## src/rtl/audio_dac_if.sv

```systemverilog
// Sample/control bundle between the demodulator side and the audio DAC stage.
// The master drives samples and enables; the slave returns filtered audio and the 1-bit stream.
interface audio_dac_if;
    logic               en_a;
    logic signed [15:0] demodulated;
    logic               en_sd;
    logic               deemph_en;
    logic               mute;
    logic signed [15:0] sample_out;
    logic               sample_valid;
    logic               dac;
    logic               dac_n;

    modport master (
        output en_a, demodulated, en_sd, deemph_en, mute,
        input  sample_out, sample_valid, dac, dac_n
    );

    modport slave (
        input  en_a, demodulated, en_sd, deemph_en, mute,
        output sample_out, sample_valid, dac, dac_n
    );
endinterface

```

## src/rtl/audio_dac.sv

```systemverilog
// Audio output stage: 3-stage first-order de-emphasis IIR followed by a
// second-order CIFB sigma-delta modulator producing a 1-bit DAC stream.
module audio_dac #(
    parameter int A     = 11168,
    parameter int W_INT = 24
) (
    input  logic        clk,
    input  logic        reset_n,
    audio_dac_if.slave  bus
);

    localparam logic signed [16:0] COEF   = 17'(A);
    localparam int                 LIM_I  = 1 << (W_INT - 2);
    localparam int                 FB_I   = 32767;
    localparam logic signed [W_INT:0] LIM_P = LIM_I[W_INT:0];
    localparam logic signed [W_INT:0] LIM_N = -LIM_P;
    localparam logic signed [W_INT:0] FB_P  = FB_I[W_INT:0];
    localparam logic signed [W_INT:0] FB_N  = -FB_P;

    // ---------------- de-emphasis pipeline ----------------
    logic signed [15:0] r_x, r_y, r_so;
    logic signed [32:0] r_p;
    logic [2:0]         r_vld_pipe;
    logic signed [16:0] w_d;
    logic signed [33:0] w_sum;
    logic signed [15:0] w_y_sat;

    assign w_d   = {r_x[15], r_x} - {r_y[15], r_y};
    assign w_sum = 34'(r_y) + 34'(r_p >>> 15);

    always_comb begin
        w_y_sat = w_sum[15:0];
        if (w_sum > 34'sd32767)
            w_y_sat = 16'sh7fff;
        else if (w_sum < -34'sd32768)
            w_y_sat = 16'sh8000;
    end

    always_ff @(posedge clk or negedge reset_n) begin
        if (!reset_n) begin
            r_x        <= '0;
            r_p        <= '0;
            r_y        <= '0;
            r_so       <= '0;
            r_vld_pipe <= '0;
        end else begin
            r_vld_pipe <= {r_vld_pipe[1:0], bus.en_a};
            if (bus.en_a)
                r_x <= bus.demodulated;
            if (r_vld_pipe[0])
                r_p <= 33'(w_d) * 33'(COEF);
            // Bypass still loads y with x so re-enabling the filter starts from the current level.
            if (r_vld_pipe[1]) begin
                r_y  <= bus.deemph_en ? w_y_sat : r_x;
                r_so <= bus.deemph_en ? w_y_sat : r_x;
            end
        end
    end

    assign bus.sample_out   = r_so;
    assign bus.sample_valid = r_vld_pipe[2];

    // ---------------- sigma-delta modulator ----------------
    logic signed [W_INT-1:0] r_i1, r_i2;
    logic                    r_dac, r_dac_n;
    logic signed [W_INT:0]   w_u, w_fb, w_i1_sum, w_i2_sum;
    logic signed [W_INT-1:0] w_i1_new, w_i2_new;

    function automatic logic signed [W_INT-1:0] sat(input logic signed [W_INT:0] v);
        if (v > LIM_P) return LIM_P[W_INT-1:0];
        if (v < LIM_N) return LIM_N[W_INT-1:0];
        return v[W_INT-1:0];
    endfunction

    // Half-scale input keeps the second-order loop inside its stable range.
    assign w_u      = bus.mute ? '0 : {{(W_INT-14){r_so[15]}}, r_so[15:1]};
    assign w_fb     = r_dac ? FB_P : FB_N;
    assign w_i1_sum = {r_i1[W_INT-1], r_i1} + w_u - w_fb;
    assign w_i1_new = sat(w_i1_sum);
    assign w_i2_sum = {r_i2[W_INT-1], r_i2} + {w_i1_new[W_INT-1], w_i1_new} - w_fb;
    assign w_i2_new = sat(w_i2_sum);

    always_ff @(posedge clk or negedge reset_n) begin
        if (!reset_n) begin
            r_i1    <= '0;
            r_i2    <= '0;
            r_dac   <= 1'b0;
            r_dac_n <= 1'b1;
        end else if (bus.en_sd) begin
            r_i1    <= w_i1_new;
            r_i2    <= w_i2_new;
            r_dac   <= ~w_i2_new[W_INT-1];
            r_dac_n <=  w_i2_new[W_INT-1];
        end
    end

    assign bus.dac   = r_dac;
    assign bus.dac_n = r_dac_n;

endmodule
```

## src/flat_wrapper.sv

```systemverilog
// flat-port wrapper written by rule: the top's interface ports become plain ports
module audio_dac_flat 
#(
    parameter int A     = 11168,
    parameter int W_INT = 24
)
  (clk, reset_n, bus_en_a, bus_demodulated, bus_en_sd, bus_deemph_en, bus_mute, bus_sample_out, bus_sample_valid, bus_dac, bus_dac_n);
  audio_dac_if bus_i ();
  input  logic clk;
  input  logic reset_n;
  input wire logic [$bits(bus_i.en_a)-1:0] bus_en_a;
  input wire logic [$bits(bus_i.demodulated)-1:0] bus_demodulated;
  input wire logic [$bits(bus_i.en_sd)-1:0] bus_en_sd;
  input wire logic [$bits(bus_i.deemph_en)-1:0] bus_deemph_en;
  input wire logic [$bits(bus_i.mute)-1:0] bus_mute;
  output wire logic [$bits(bus_i.sample_out)-1:0] bus_sample_out;
  output wire logic [$bits(bus_i.sample_valid)-1:0] bus_sample_valid;
  output wire logic [$bits(bus_i.dac)-1:0] bus_dac;
  output wire logic [$bits(bus_i.dac_n)-1:0] bus_dac_n;
  assign bus_i.en_a = bus_en_a;
  assign bus_i.demodulated = bus_demodulated;
  assign bus_i.en_sd = bus_en_sd;
  assign bus_i.deemph_en = bus_deemph_en;
  assign bus_i.mute = bus_mute;
  assign bus_sample_out = bus_i.sample_out;
  assign bus_sample_valid = bus_i.sample_valid;
  assign bus_dac = bus_i.dac;
  assign bus_dac_n = bus_i.dac_n;
  audio_dac #(.A(A), .W_INT(W_INT)) u_core (.clk(clk), .reset_n(reset_n), .bus(bus_i));
endmodule
```

## config.mk

```make
export PLATFORM = sky130hd
export DESIGN_NAME = audio_dac_flat
export DESIGN_NICKNAME = d
export VERILOG_FILES = /design/src/rtl/audio_dac_if.sv /design/src/rtl/audio_dac.sv /design/src/flat_wrapper.sv
export SDC_FILE = /design/constraint.sdc
export NUM_CORES = 1
export LEC_CHECK = 0
export BUFFER_PORTS_ARGS = -buffer_cell sky130_fd_sc_hd__buf_2
export CAP_MARGIN = 40
export CORE_ASPECT_RATIO = 0.7
export CORE_MARGIN = 3
export CORE_UTILIZATION = 35
export CTS_CLUSTER_DIAMETER = 40
export DETAILED_ROUTE_END_ITERATION = 8
export GPL_TIMING_DRIVEN = 0
export PLACE_DENSITY_LB_ADDON = 0.08
export SYNTH_ARGS = -nofsm -noshare
export SYNTH_HDL_FRONTEND = slang
export SYNTH_SLANG_ARGS = --single-unit
```

## constraint.sdc

```tcl
create_clock -name clk -period 12.3 [get_ports clk]
set_input_delay 1.23 -clock clk [delete_from_list [all_inputs] [get_ports clk]]
set_output_delay 1.23 -clock clk [all_outputs]
set_load 0.05 [all_outputs]
```

# Word-level counts from Yosys, hierarchy flattened
# Index checks and enable logic that the tools add are counted.
# classes
n_bitwise	1
n_mux	19
addsub	6
n_lt_le_gt_ge	6
mul	1
# ops
cell	count
$mux W24	8
$gt A25 B24 Y1 const B	2
$lt A25 B23 Y1 const B	2
$mux W25	2
$sub A25 B25 Y25	2
$mux W16	3
$gt A34 B16 Y1 const B	1
$lt A34 B16 Y1 const B	1
$mul A17 B10 Y27 const B	1
$add A24 B24 Y25	1
$add A25 B25 Y25	1
$add A16 B17 Y18	1
$sub A16 B16 Y17	1
$mux W1	6
$not A1 Y1	1
# totals
word_cells	41
out_inout_bits	19
ff_bits	112
in_bits	22

# Logic depth before layout (Yosys ltp)
# logic_depth
ltp_word	16
depth_mapped	31
ltp_nobuf	30

# Worst setup path before layout
# Ideal clock, no wire load.
# synth_path
path_type	reg-to-reg
start	register u_core.r_dac (netlist: u_core.bus.dac)
end	register u_core.r_i2[0]
period_less_slack_ns	9.147
t_arrival_ns	9.006
path_buffers	3
setup_time_ns	0.141
path_slack_ns	3.153
stages_incl_launch_ff	29
required_time_ns	12.159
path_cell_list	dfrtp_1 -> fa_1 -> inv_1 -> ha_1 -> buf_2 -> and3_4 -> a221o_1 -> a2111oi_4 -> o211ai_2 -> and3b_1 -> nor4_1 -> nand4_1 -> o41a_1 -> o21a_1 -> buf_2 -> nor2_1 -> fa_1 -> ha_1 -> a211oi_1 -> nor2_1 -> a311oi_1 -> a21boi_0 -> a31oi_1 -> o21ai_0 -> a211oi_1 -> xnor2_1 -> mux2i_1 -> clkbuf_1 -> o22ai_1
# synth_via
elab_chain_len	14
elab_cells_between_ends	20
classes_between	add/sub: 3; order compare: 4; mux: 13
# synth_lines
item	line_no	rtl
from (decl)	audio_dac.sv:65	logic r_dac, r_dac_n;
from (signal assigned)	audio_dac.sv:92	r_dac <= ~w_i2_new[W_INT-1];
$mux W25 (*)	audio_dac.sv:77	assign w_fb = r_dac ? FB_P : FB_N;
$sub A25 B25 Y25 (*)	audio_dac.sv:78	assign w_i1_sum = {r_i1[W_INT-1], r_i1} + w_u - w_fb;
$lt A25 B23 Y1	audio_dac.sv:71	if (v < LIM_N) return LIM_N[W_INT-1:0];
$mux W1 (2 in series)	audio_dac.sv:71	
$mux W24	audio_dac.sv:72	return v[W_INT-1:0];
$mux W24 (*)	audio_dac.sv:71	
named net u_core.w_i1_new[8]	audio_dac.sv:67	logic signed [W_INT-1:0] w_i1_new, w_i2_new;
$add A24 B24 Y25 (*)	audio_dac.sv:80	assign w_i2_sum = {r_i2[W_INT-1], r_i2} + {w_i1_new[W_INT-1], w_i1_new} - w_fb;
$sub A25 B25 Y25 (*)	audio_dac.sv:80	
$lt A25 B23 Y1	audio_dac.sv:71	
$mux W1 (2 in series)	audio_dac.sv:71	
$mux W24	audio_dac.sv:72	
$mux W24 (*)	audio_dac.sv:71	
to (signal assigned)	audio_dac.sv:91	r_i2 <= w_i2_new;
to (decl)	audio_dac.sv:64	logic signed [W_INT-1:0] r_i1, r_i2;
# The timed path passes the listed nets; every way through them passes the cells marked *. The select of a mux whose other input is x is not followed.
# A chain may end at the register's enable or synchronous reset.

# Worst setup path in the final report
# layout_path
start	input bus_mute
end	register u_core.r_i2[1]
# layout_via
elab_chain_len	15
elab_cells_between_ends	21
classes_between	add/sub: 4; order compare: 4; mux: 13
# layout_lines
item	line_no	rtl
from (decl)	flat_wrapper.sv:15	input wire logic [$bits(bus_i.mute)-1:0] bus_mute;
$mux W25 (*)	audio_dac.sv:76	assign w_u = bus.mute ? '0 : {{(W_INT-14){r_so[15]}}, r_so[15:1]};
$add A25 B25 Y25 (*)	audio_dac.sv:78	
$sub A25 B25 Y25 (*)	audio_dac.sv:78	
$lt A25 B23 Y1	audio_dac.sv:71	
$mux W1 (2 in series)	audio_dac.sv:71	
$mux W24	audio_dac.sv:72	
$mux W24 (*)	audio_dac.sv:71	
$add A24 B24 Y25 (*)	audio_dac.sv:80	
$sub A25 B25 Y25 (*)	audio_dac.sv:80	
$lt A25 B23 Y1	audio_dac.sv:71	
$mux W1 (2 in series)	audio_dac.sv:71	
$mux W24	audio_dac.sv:72	
$mux W24 (*)	audio_dac.sv:71	
# Mark *: on every way between the ends. The rest lies on a longest branch, timed or not. The select of a mux whose other input is x is not followed.

==> impl_results.md <==
* Status: completed
* Layout net count at 1,668
* Place WS at ~1600 ps
* Post-Route WL at 31.9 mm
* Routability Congestion at 0.840
* Fin Setup TNS at 0 ps
* Critical path launch point type: primary input
* Post-synth ARST share at 100%
* RR Endpoint: u_core.r_i2[1]
* Ant. Diodes at 0
* Main synth FF type: dfrtp_1
* Synth Instances at ~1,300
* Total CTS buffers at 9
* R2R depth at 29
* I/O pin count at 41
* Worst relative slew slack at 44.7%
* Worst Path Max Fanout at 10
* Post-CTS Hold Fix Bufs at 0
* Core box area at approximately 34,000 um2
* Critical path class: in2reg
* Die area at 37,300 um2
* H-tree depth at 3
* Largest family of logic cells by synthesized area: adder cells
* FF-to-FF setup slack at 2180 ps
* CP required at 12,510 ps
* Critical Path AT at 10,780 ps
* Grt total ovfl at 0
* Worst Skew at 11.8 ps
* Hold/Removal Path Class: reg2reg
* FMAX at 0.0946 GHz
* Root Driver: clkbuf_16
* RSZ-0062 raised after global routing: false
* XOR/XNOR share of the synthesized area at 5.72%
* Setup bufs post-CTS at 0
* Final Slew Violations at 0
* Final worst slack at 1730 ps
* Max cap viols at 0
* Total GRT Usage at 17.9%
* Share of cells above drive strength 1 at 8.21%
* Maximum clock insertion buffer count at 2
* Port-buffer cells at 39
* Initial antenna violation count at 0
* Avg Inst Size Synth at 9.37 um2
* Antenna viol nets, final at 0
* Die width at between 200 and 250 um
* CP max stage delay at between 600 and 700 ps
* Crit. Startpoint: bus_mute
* Initial core utilization at around 36%
* Reg2reg start: u_core.bus.dac
* Vias in the first global route at 9,305
* Clk pin slew, worst setup/hold paths at 70 ps
* Worst setup EP type: register
* Global-route wire length before repair at about 52 mm
* Post-synthesis compound-gate area fraction at 17.5%
* DP Cell Count at 1,824
* Syn. warnings at 0
* Synth Area in Adders at 35.0%
* First drt pass iteration count at 5
* Die height at 163 um
* Cell Area, Placed at 13,200 um2
* Mux contribution to synthesized area at 2.74%
* Post-synthesis sequential area ratio at about a fifth
* Vias per inst at 5.10
* Syn Std Cell Area at 12,300 um2
* Post-CTS sizing at 0
* Slew @ Worst Pin at slightly above 800 ps
* CP max stage cell: mux2i_1
* Final instance area at 13,500 um2
* Finished Layout Cells at 1,840
* Worst-skew pair later-pin latency at 380 ps
* Hold Fails Final Rpt at 0
* Post-Syn Nets at 1,605
* 1st-iter DRT viols at 660
* WL/cell at between 15 and 20 um
* Final worst path period share at 86.0%
* Commonest non-fill, non-tap cell in the layout: inv_1
* CTS tree: built
* Final setup viols at 0
* Crit path capture: u_core.r_i2[1]
* Register bit total from synthesis at 102
* Row Count at 56
* Commonest non-fill, non-tap cells in the layout: 171 x inv_1, 162 x ha_1, 113 x fa_1
* Most used cell, CP: fa_1
* Post-Synth Simple-Gate Area at 11.8%
* Layout area overhead at 9.91%
* TritonCTS Sinks at roughly 100
* DRC violations left at 0
* Post-synth EDFFs at 0
* Synth cell types at 73
* Detail Placement HPWL at 26.4 mm
* Vias at 9,378
* Crit path time final at 10,570 ps
* Largest net degree at the start of global routing at 84
[worst min-delay path by stage]
| stage | endpoint | slack, ps | depth (start not counted) | start |
|---|---|---|---|---|
| global placement | u_core.r_vld_pipe[2] | 360 | 0 | u_core.r_vld_pipe[1] |
| detailed placement | u_core.r_vld_pipe[2] | 370 | 0 | u_core.r_vld_pipe[1] |
| global route | u_core.r_vld_pipe[2] | 400 | 0 | u_core.r_vld_pipe[1] |
| floorplan | u_core.r_vld_pipe[1] | 350 | 0 | u_core.r_vld_pipe[0] |
| CTS | u_core.r_vld_pipe[2] | 390 | 0 | u_core.r_vld_pipe[1] |
| finish | u_core.r_vld_pipe[2] | 390 | 0 | u_core.r_vld_pipe[1] |
[logic make-up (layout without fill, tap and decap cells)]
logic type / after synthesis / in the layout
and+or+nand+nor: 312 / 312
AOI/OAI and AO/OA: 304 / 304
adders and majority gates: 275 / 275
buffers and inverters: 205 / 273
DFF: 102 / 102
xor gates and xnor gates: 80 / 80
muxes: 30 / 30
[synth_stat cells, types with 4 or more instances]
cell type  number  area share, %
xor2_1         31            2.2
xnor2_1        49            3.5
o22ai_1        22            1.1
and3_1          9           0.46
ha_1          162             17
a31oi_1         9           0.46
a21o_1         43            2.6
o211ai_1        5           0.31
clkbuf_1       27           0.83
nand3b_1        4           0.25
nand4_1         4           0.20
dfrtp_1       101             21
a22o_1          4           0.29
o21ai_0        37            1.5
nor3_1         13           0.53
nand2_1        87            2.7
buf_2           4           0.16
o2bb2ai_1      14            1.0
a221o_1         4           0.33
nand2b_1       24            1.2
nor2_1        108            3.3
a311oi_1        4           0.29
mux2_2         28            2.6
nor4_1          4           0.20
nand3_1        20           0.82
o31ai_1         8           0.49
a221oi_1       15            1.1
nor2b_1         7           0.36
or3_1           8           0.41
o21a_1         15           0.92
a21boi_0        5           0.31
fa_1          113             18
a21oi_1        62            2.5
inv_1         171            5.2
a211oi_1       13           0.80
and2_1         11           0.56
[final cells by class]
cell class	count	area (um2)
Buffer	34	136
Tap cell	464	581
Timing Repair Buffer	52	332
Clock inverter	4	52.6
Multi-Input combinational cell	1001	8920
Sequential cell	102	2560
Clock buffer	12	246
Fill cell	3436	20500
Inverter	171	642
[registers in the layout (all words and copies together), names as in the netlist]
register               flops
u_core.bus.dac             1
u_core.bus.dac_n           1
u_core.bus.sample_out     16
u_core.r_i1               24
u_core.r_i2               24
u_core.r_p                17
u_core.r_vld_pipe          3
u_core.r_x                16
[critical path: cells and delay by family]
kind	cells	cell delay (ps)
XOR/XNOR	1	320
adder cells (fa/ha/maj)	4	1780
buffers and inverters	6	1440
multiplexers	1	640
AO/OA/AOI/OAI	14	4250
AND/OR/NAND/NOR	5	1090
[stage by stage]
stage                     hold WS (ps)  utilization, %
after floorplan                    352               -
after global placement             360            38.3
after detailed placement           370            38.8
after CTS                          389            39.6
after global routing               397            39.6
final                              387            39.6
[routing by layer]
layer	up-vias	GRT usage [%]	wire, um
li1	4652	-	-
met1	4563	30.2	18700
met2	152	23.6	11700
met3	11	2.85	1240
met4	0	2.34	231
met5	-	0	0
Power is not shown: default switching activity piles up to over one toggle a cycle in this logic, so the estimate is an artifact.
